--- config.mk ---
export PLATFORM = sky130hd
export DESIGN_NAME = eth_pcs_rx_block_sync_mlane
export DESIGN_NICKNAME = d
export VERILOG_FILES = /design/src/rtl/eth_pcs_params.sv /design/src/rtl/eth_pcs_rx_block_sync_lane.sv /design/src/rtl/eth_pcs_rx_block_sync_mlane.sv
export SDC_FILE = /design/constraint.sdc
export NUM_CORES = 1
export LEC_CHECK = 0
export CORE_ASPECT_RATIO = 0.6
export CORE_MARGIN = 1.5
export CORE_UTILIZATION = 54
export DETAILED_ROUTE_END_ITERATION = 16
export HOLD_SLACK_MARGIN = 0.03
export PLACE_DENSITY = 0.76
export SLEW_MARGIN = 20
export SYNTH_ARGS = -nofsm -noshare
export SYNTH_HDL_FRONTEND = slang
export SYNTH_SLANG_ARGS = --single-unit
--- constraint.sdc ---
create_clock -name i_clk -period 2.7 [get_ports i_clk]
set_input_delay 0.54 -clock i_clk [delete_from_list [all_inputs] [get_ports i_clk]]
set_output_delay 0.54 -clock i_clk [all_outputs]
set_load 0.1 [all_outputs]
--- src/rtl/eth_pcs_params.sv ---
// eth_pcs_params: shared constants, defaults and lane state type for the
// 64b/66b RX block synchroniser.
package eth_pcs_params;

    localparam int W_SYNC = 2;
    localparam logic [W_SYNC-1:0] SYNC_DATA = 2'b01;
    localparam logic [W_SYNC-1:0] SYNC_CTRL = 2'b10;

    localparam int DEF_SH_TH       = 64;
    localparam int DEF_SH_INVAL_TH = 16;
    localparam int DEF_SLIP_WAIT   = 4;

    typedef enum logic [1:0] {
        ST_HUNT      = 2'd0,
        ST_SLIP_WAIT = 2'd1,
        ST_LOCKED    = 2'd2
    } lane_state_e;

    // Counter width able to hold maxVal; never narrower than one bit.
    function automatic int cntWidth(input int maxVal);
        return (maxVal < 1) ? 1 : $clog2(maxVal + 1);
    endfunction

endpackage

--- src/rtl/eth_pcs_rx_block_sync_lane.sv ---
// eth_pcs_rx_block_sync_lane: one lane's HUNT/SLIP_WAIT/LOCKED sync-header FSM.
// ETH_PCS_BLK_SYNC_STATS_EN adds a 16-bit saturating invalid-header counter.
module eth_pcs_rx_block_sync_lane
    import eth_pcs_params::*;
#(
    parameter int SH_TH       = DEF_SH_TH,
    parameter int SH_INVAL_TH = DEF_SH_INVAL_TH,
    parameter int SLIP_WAIT   = DEF_SLIP_WAIT
) (
    input  logic              i_clk,
    input  logic              i_reset,
    input  logic              i_valid,
    input  logic [W_SYNC-1:0] i_sync_hdr,
`ifdef ETH_PCS_BLK_SYNC_STATS_EN
    input  logic              i_stats_clr,
    output logic [15:0]       o_inval_cnt,
`endif
    output logic              o_slip,
    output logic              o_rx_lock,
    output logic              o_lock_lost
);

    localparam int SH_W    = cntWidth(SH_TH);
    localparam int INVAL_W = cntWidth(SH_INVAL_TH);
    localparam int WAIT_W  = cntWidth(SLIP_WAIT);

    lane_state_e          state_q, state_d;
    logic [SH_W-1:0]      shCnt_q, shCnt_d;
    logic [INVAL_W-1:0]   invalCnt_q, invalCnt_d;
    logic [WAIT_W-1:0]    waitCnt_q, waitCnt_d;
    logic                 slip_q, slip_d;
    logic                 lockLost_q, lockLost_d;

    logic                 hdrValid;
    logic [SH_W-1:0]      shNext;
    logic [INVAL_W-1:0]   invalNext;
    logic [WAIT_W-1:0]    waitNext;

    assign hdrValid  = (i_sync_hdr == SYNC_DATA) || (i_sync_hdr == SYNC_CTRL);
    assign shNext    = shCnt_q + SH_W'(1);
    assign invalNext = invalCnt_q + (hdrValid ? INVAL_W'(0) : INVAL_W'(1));
    assign waitNext  = waitCnt_q + WAIT_W'(1);

    always_comb begin
        state_d    = state_q;
        shCnt_d    = shCnt_q;
        invalCnt_d = invalCnt_q;
        waitCnt_d  = waitCnt_q;
        slip_d     = 1'b0;
        lockLost_d = 1'b0;
        if (i_valid) begin
            case (state_q)
                ST_HUNT: begin
                    if (hdrValid) begin
                        if (shNext == SH_W'(SH_TH)) begin
                            state_d    = ST_LOCKED;
                            shCnt_d    = '0;
                            invalCnt_d = '0;
                        end else begin
                            shCnt_d = shNext;
                        end
                    end else begin
                        slip_d    = 1'b1;
                        shCnt_d   = '0;
                        waitCnt_d = '0;
                        if (SLIP_WAIT == 0) state_d = ST_HUNT;
                        else                state_d = ST_SLIP_WAIT;
                    end
                end
                // Headers are meaningless while the gearbox realigns; only beats count.
                ST_SLIP_WAIT: begin
                    if (waitNext == WAIT_W'(SLIP_WAIT)) begin
                        state_d    = ST_HUNT;
                        waitCnt_d  = '0;
                        shCnt_d    = '0;
                        invalCnt_d = '0;
                    end else begin
                        waitCnt_d = waitNext;
                    end
                end
                ST_LOCKED: begin
                    if (!hdrValid && (invalNext == INVAL_W'(SH_INVAL_TH))) begin
                        slip_d     = 1'b1;
                        lockLost_d = 1'b1;
                        shCnt_d    = '0;
                        invalCnt_d = '0;
                        waitCnt_d  = '0;
                        if (SLIP_WAIT == 0) state_d = ST_HUNT;
                        else                state_d = ST_SLIP_WAIT;
                    end else if (shNext == SH_W'(SH_TH)) begin
                        shCnt_d    = '0;
                        invalCnt_d = '0;
                    end else begin
                        shCnt_d    = shNext;
                        invalCnt_d = invalNext;
                    end
                end
                default: begin
                    state_d    = ST_HUNT;
                    shCnt_d    = '0;
                    invalCnt_d = '0;
                    waitCnt_d  = '0;
                end
            endcase
        end
    end

    always_ff @(posedge i_clk) begin
        if (i_reset) begin
            state_q    <= ST_HUNT;
            shCnt_q    <= '0;
            invalCnt_q <= '0;
            waitCnt_q  <= '0;
            slip_q     <= 1'b0;
            lockLost_q <= 1'b0;
        end else begin
            state_q    <= state_d;
            shCnt_q    <= shCnt_d;
            invalCnt_q <= invalCnt_d;
            waitCnt_q  <= waitCnt_d;
            slip_q     <= slip_d;
            lockLost_q <= lockLost_d;
        end
    end

    assign o_slip      = slip_q;
    assign o_lock_lost = lockLost_q;
    assign o_rx_lock   = (state_q == ST_LOCKED);

`ifdef ETH_PCS_BLK_SYNC_STATS_EN
    logic [15:0] statCnt_q, statCnt_d;

    // Clear beats a same-cycle increment; the count sticks at all-ones.
    always_comb begin
        statCnt_d = statCnt_q;
        if (i_stats_clr) begin
            statCnt_d = '0;
        end else if (i_valid && !hdrValid && (state_q != ST_SLIP_WAIT)
                     && (statCnt_q != 16'hFFFF)) begin
            statCnt_d = statCnt_q + 16'd1;
        end
    end

    always_ff @(posedge i_clk) begin
        if (i_reset) statCnt_q <= '0;
        else         statCnt_q <= statCnt_d;
    end

    assign o_inval_cnt = statCnt_q;
`endif

endmodule

--- src/rtl/eth_pcs_rx_block_sync_mlane.sv ---
// eth_pcs_rx_block_sync_mlane: NUM_LANES independent 64b/66b block synchronisers
// plus aggregate lock. ETH_PCS_BLK_SYNC_STATS_EN adds per-lane invalid-header counters.
module eth_pcs_rx_block_sync_mlane
    import eth_pcs_params::*;
#(
    parameter int NUM_LANES   = 4,
    parameter int SH_TH       = DEF_SH_TH,
    parameter int SH_INVAL_TH = DEF_SH_INVAL_TH,
    parameter int SLIP_WAIT   = DEF_SLIP_WAIT
) (
    input  logic                        i_clk,
    input  logic                        i_reset,
    input  logic [NUM_LANES-1:0]        i_valid,
    input  logic [NUM_LANES*W_SYNC-1:0] i_sync_hdr,
`ifdef ETH_PCS_BLK_SYNC_STATS_EN
    input  logic                        i_stats_clr,
    output logic [NUM_LANES*16-1:0]     o_inval_cnt,
`endif
    output logic [NUM_LANES-1:0]        o_slip,
    output logic [NUM_LANES-1:0]        o_rx_lock,
    output logic                        o_all_lock,
    output logic [NUM_LANES-1:0]        o_lock_lost
);

    for (genvar n = 0; n < NUM_LANES; n++) begin : g_lane
        eth_pcs_rx_block_sync_lane #(
            .SH_TH       (SH_TH),
            .SH_INVAL_TH (SH_INVAL_TH),
            .SLIP_WAIT   (SLIP_WAIT)
        ) u_lane (
            .i_clk       (i_clk),
            .i_reset     (i_reset),
            .i_valid     (i_valid[n]),
            .i_sync_hdr  (i_sync_hdr[n*W_SYNC +: W_SYNC]),
`ifdef ETH_PCS_BLK_SYNC_STATS_EN
            .i_stats_clr (i_stats_clr),
            .o_inval_cnt (o_inval_cnt[n*16 +: 16]),
`endif
            .o_slip      (o_slip[n]),
            .o_rx_lock   (o_rx_lock[n]),
            .o_lock_lost (o_lock_lost[n])
        );
    end

    // Deskew waits on every lane, so aggregate lock is a plain AND of registered locks.
    assign o_all_lock = &o_rx_lock;

endmodule

==> flow_summary.json <==
{
  "clkSinkCount": 76,
  "grt_max_degree": 22,
  "antenna_cells": 0,
  "finClkSkew_ns": 0.00586,
  "switching_power_w": 0.000731,
  "fin_crit_ns": 2.62,
  "async_reset_ff_frac": 0,
  "endpoint_kind": "flip-flop",
  "syn_to_final_growth_pct": 25.2,
  "period_share": 0.969,
  "clkTransAtPathRegs_ns": 0.06,
  "synth_top_family_by_area": "compound AO/OA/AOI/OAI gates",
  "port_buffers": 26,
  "final.setup.tns_ns": 0,
  "grt_overflow_total": 0,
  "die-width_um": 124,
  "power.total_w": 0.00288,
  "reg2reg_depth": 5,
  "cp_cell_sequence": "clkdlybuf4s50_1 > xnor2_2 > ha_1 > ha_2 > nand3b_1 > mux2i_2 > buf_4 > o211ai_1 > buf_4 > and3b_1 > a211o_1",
  "cts_buffers": 9,
  "die_y_um": 75.4,
  "power.share.sequential": 0.408,
  "fin_hold_ws_ns": 0.478,
  "hold_depth": 2,
  "worstHoldStart": "g_lane[3].u_lane.waitCnt_q[2]$_SDFFE_PP0P_",
  "synth-xor-area-share": 0.0334,
  "worstSkewPairLatency_ns": 0.34,
  "synthAdderAreaFrac": 0.0530,
  "clkPwrFrac": 0.453,
  "syn_area_per_cell_um2": 8.20,
  "drt_iter0_markers": 501,
  "start_kind": "primary input",
  "syn-cell-area_um2": 4720,
  "synth-simple-area-share": 0.248,
  "outcome": "finished clean",
  "cts_buffer_depth": 2,
  "dpl.hpwl_mm": 8.35,
  "crit_slowest_cell": "clkdlybuf4s50_1",
  "synth_top_area_share": 0.322,
  "critPathKind": "in -> reg",
  "fin_cells": 758,
  "cpPeakStageDelay_ns": 0.45,
  "initial_core_util": 0.556,
  "crit_start": "i_sync_hdr[2]",
  "fmax_mhz": 382,
  "ir_drop_v": 0.000308,
  "crit_top_cell": "buf_4",
  "p_leak_nw": 2.30,
  "io_pins": 27,
  "ant_nets": 0,
  "synthesis.nets": 610,
  "routed_wl_mm": 12.7,
  "maxCapViolations": 0,
  "r2r_end": "g_lane[1].u_lane.invalCnt_q[2]$_SDFFE_PP0P_",
  "worst_hold_path.endpoint": "g_lane[3].u_lane.waitCnt_q[2]$_SDFFE_PP0P_",
  "drcViolationCount": 0,
  "yosys-top-cells-area": "dfxtp_1 32%, ha_1 5.3%, nand2_1 3.7%, o211ai_1 3.3%, a21oi_1 2.9%",
  "hp-class": "reg -> reg",
  "design.die.area_um2": 9330,
  "p_per_area_nw_per_um2": 487,
  "ys.flop_type": "dfxtp_1",
  "grt_pass1_vias": 4305,
  "row_count": 26,
  "cts_tree": "built",
  "ys_seq_area_frac": 0.322,
  "drv_slew": 0,
  "ys_types": 76,
  "num_vias": 4784,
  "required_ns": 2.93,
  "first_pass_iters": 5,
  "r2r_slack_ns": 0.41,
  "synth-seq-cells": 76,
  "avgRoutedWirePerCell_um": 16.7,
  "gp_congestion": 0.856,
  "fin_nets": 675,
  "switching_share": 0.254,
  "worstPathMaxFanout": 5,
  "syn_inst": 576,
  "layout-drive-gt1-share": 0.204,
  "synth_edf_count": 0,
  "p_int_w": 0.00215,
  "max_slew.worst_pin.slew_ns": 0.611,
  "r2r_start": "g_lane[1].u_lane.shCnt_q[0]$_SDFFE_PP0P_",
  "ys_warn_count": 0,
  "synth_area_leader_cell": "dfxtp_1",
  "slew_headroom": 0.591,
  "muxShareOfSynthArea": 0.00424,
  "critPathArrivalTime_ns": 2.85,
  "antenna_found_initial": 0,
  "synth_compound_area_frac": 0.272,
  "cts-root-buf": "clkbuf_16",
  "post-place-cells": 723,
  "cts_htree_levels": 3,
  "grt_usage": 0.281,
  "core_um2": 8490,
  "vias_per_cell": 6.31,
  "grt_pass1_wl_mm": 20.7,
  "hold_viol_final": 0,
  "combPwrFrac": 0.139,
  "setup_viol": 0,
  "final_util": 0.696
}
==> worst max-delay path by stage <==
| stage | end | slack (ns) | depth (start not counted) |
|---|---|---|---|
| floorplan | g_lane[0].u_lane.waitCnt_q[0]$_SDFFE_PP0P_ | -0.003 | 8 |
| global placement | g_lane[0].u_lane.waitCnt_q[0]$_SDFFE_PP0P_ | -0.46 | 11 |
| detailed placement | g_lane[1].u_lane.shCnt_q[2]$_SDFFE_PP0P_ | -0.58 | 9 |
| CTS | g_lane[1].u_lane.state_q[0]$_SDFFE_PP0P_ | -0.01 | 9 |
| global route | g_lane[1].u_lane.shCnt_q[2]$_SDFFE_PP0P_ | -0.06 | 9 |
| finish | g_lane[1].u_lane.invalCnt_q[2]$_SDFFE_PP0P_ | 0.08 | 11 |
==> worst max-delay path: cells and delay by family <==
family	cells	cell delay, ns
AO/OA/AOI/OAI	2	0.37
XOR/XNOR	1	0.17
adder cells (fa/ha/maj)	2	0.40
buffers and inverters	3	0.79
multiplexers	1	0.26
AND/OR/NAND/NOR	2	0.32
==> cell usage after synthesis (8+ instances only) <==
cell type,n
clkbuf_1,23
o21ai_0,19
a21oi_1,27
a211o_1,8
nand2_1,47
nor2b_1,13
xor2_1,11
a31oi_1,10
nor2_1,34
ha_1,20
nand3_1,25
nand4_1,11
o211ai_1,21
dfxtp_1,76
inv_1,27
buf_4,12
nand2b_1,11
nor3_1,20
==> cells in the final DEF (no fill, tap or decap), types with 11 or more instances in the layout <==
| master | count |
|---|---|
| inv_1 | 27 |
| nor2_1 | 34 |
| buf_4 | 78 |
| nor3_1 | 17 |
| ha_1 | 15 |
| a21oi_1 | 27 |
| o21ai_0 | 19 |
| o211ai_1 | 21 |
| nor2b_1 | 13 |
| nand4_1 | 11 |
| nand2b_1 | 11 |
| dfxtp_1 | 76 |
| nand2_1 | 47 |
| nand3_1 | 25 |
==> kinds of logic after synthesis <==
group / Yosys count
and+or+nand+nor: 217
AOI/OAI and AO/OA: 175
DFF: 76
buffers and inverters: 68
adders and majority gates: 20
xor gates and xnor gates: 18
muxes: 2
==> final cells by class <==
type                            instances  area [µm²]
Clock buffer                           12         246
Clock inverter                          4        72.6
Fill cell                             664        2580
Inverter                               29         109
Multi-Input combinational cell        432        3080
Sequential cell                        76        1520
Tap cell                              112         140
Timing Repair Buffer                   93         738
==> metrics by stage <==
stage	setup WS (ns)	instance area [µm²]
3_5_place_dp	-0.579	5250
4_1_cts	-0.0101	5760
2_1_floorplan	-0.00316	4720
5_1_grt	-0.0562	5910
6_report	0.0840	5910
3_3_place_gp	-0.460	5250
==> sequential cells by signal, indices dropped and copies added (netlist names) <==
name and cells:
g_lane.u_lane.shCnt_q 28, g_lane.u_lane.invalCnt_q 20, g_lane.u_lane.waitCnt_q 12, g_lane.u_lane.state_q 8, g_lane.u_lane.o_lock_lost 4, g_lane.u_lane.o_slip 4
==> per-layer routing <==
metal | GRT usage | vias to the layer above | wire, µm
li1 | - | 2304 | -
met1 | 0.386 | 2284 | 5880
met2 | 0.437 | 178 | 5810
met3 | 0.0808 | 18 | 781
met4 | 0.0779 | 0 | 183
met5 | 0 | - | 0
==> timing repair <==
item	4_1_cts	5_1_grt
setup buffers	15	3
setup endpoints to repair	32	25
hold buffers	0	0
pin swaps	6	11
gates cloned	1	0
resized for setup	16	24
==> power by group through the flow <==
| stage | registers [W] | logic (W) | clock network (W) |
|---|---|---|---|
| floorplan | 0.00118 | 0.000220 | 0 |
| global placement | 0.00119 | 0.000320 | 0 |
| detailed placement | 0.00120 | 0.000329 | 0 |
| CTS | 0.00117 | 0.000366 | 0.00132 |
| global route | 0.00118 | 0.000432 | 0.00137 |
| finish | 0.00117 | 0.000402 | 0.00130 |
Power figures use the tool's default switching activity.
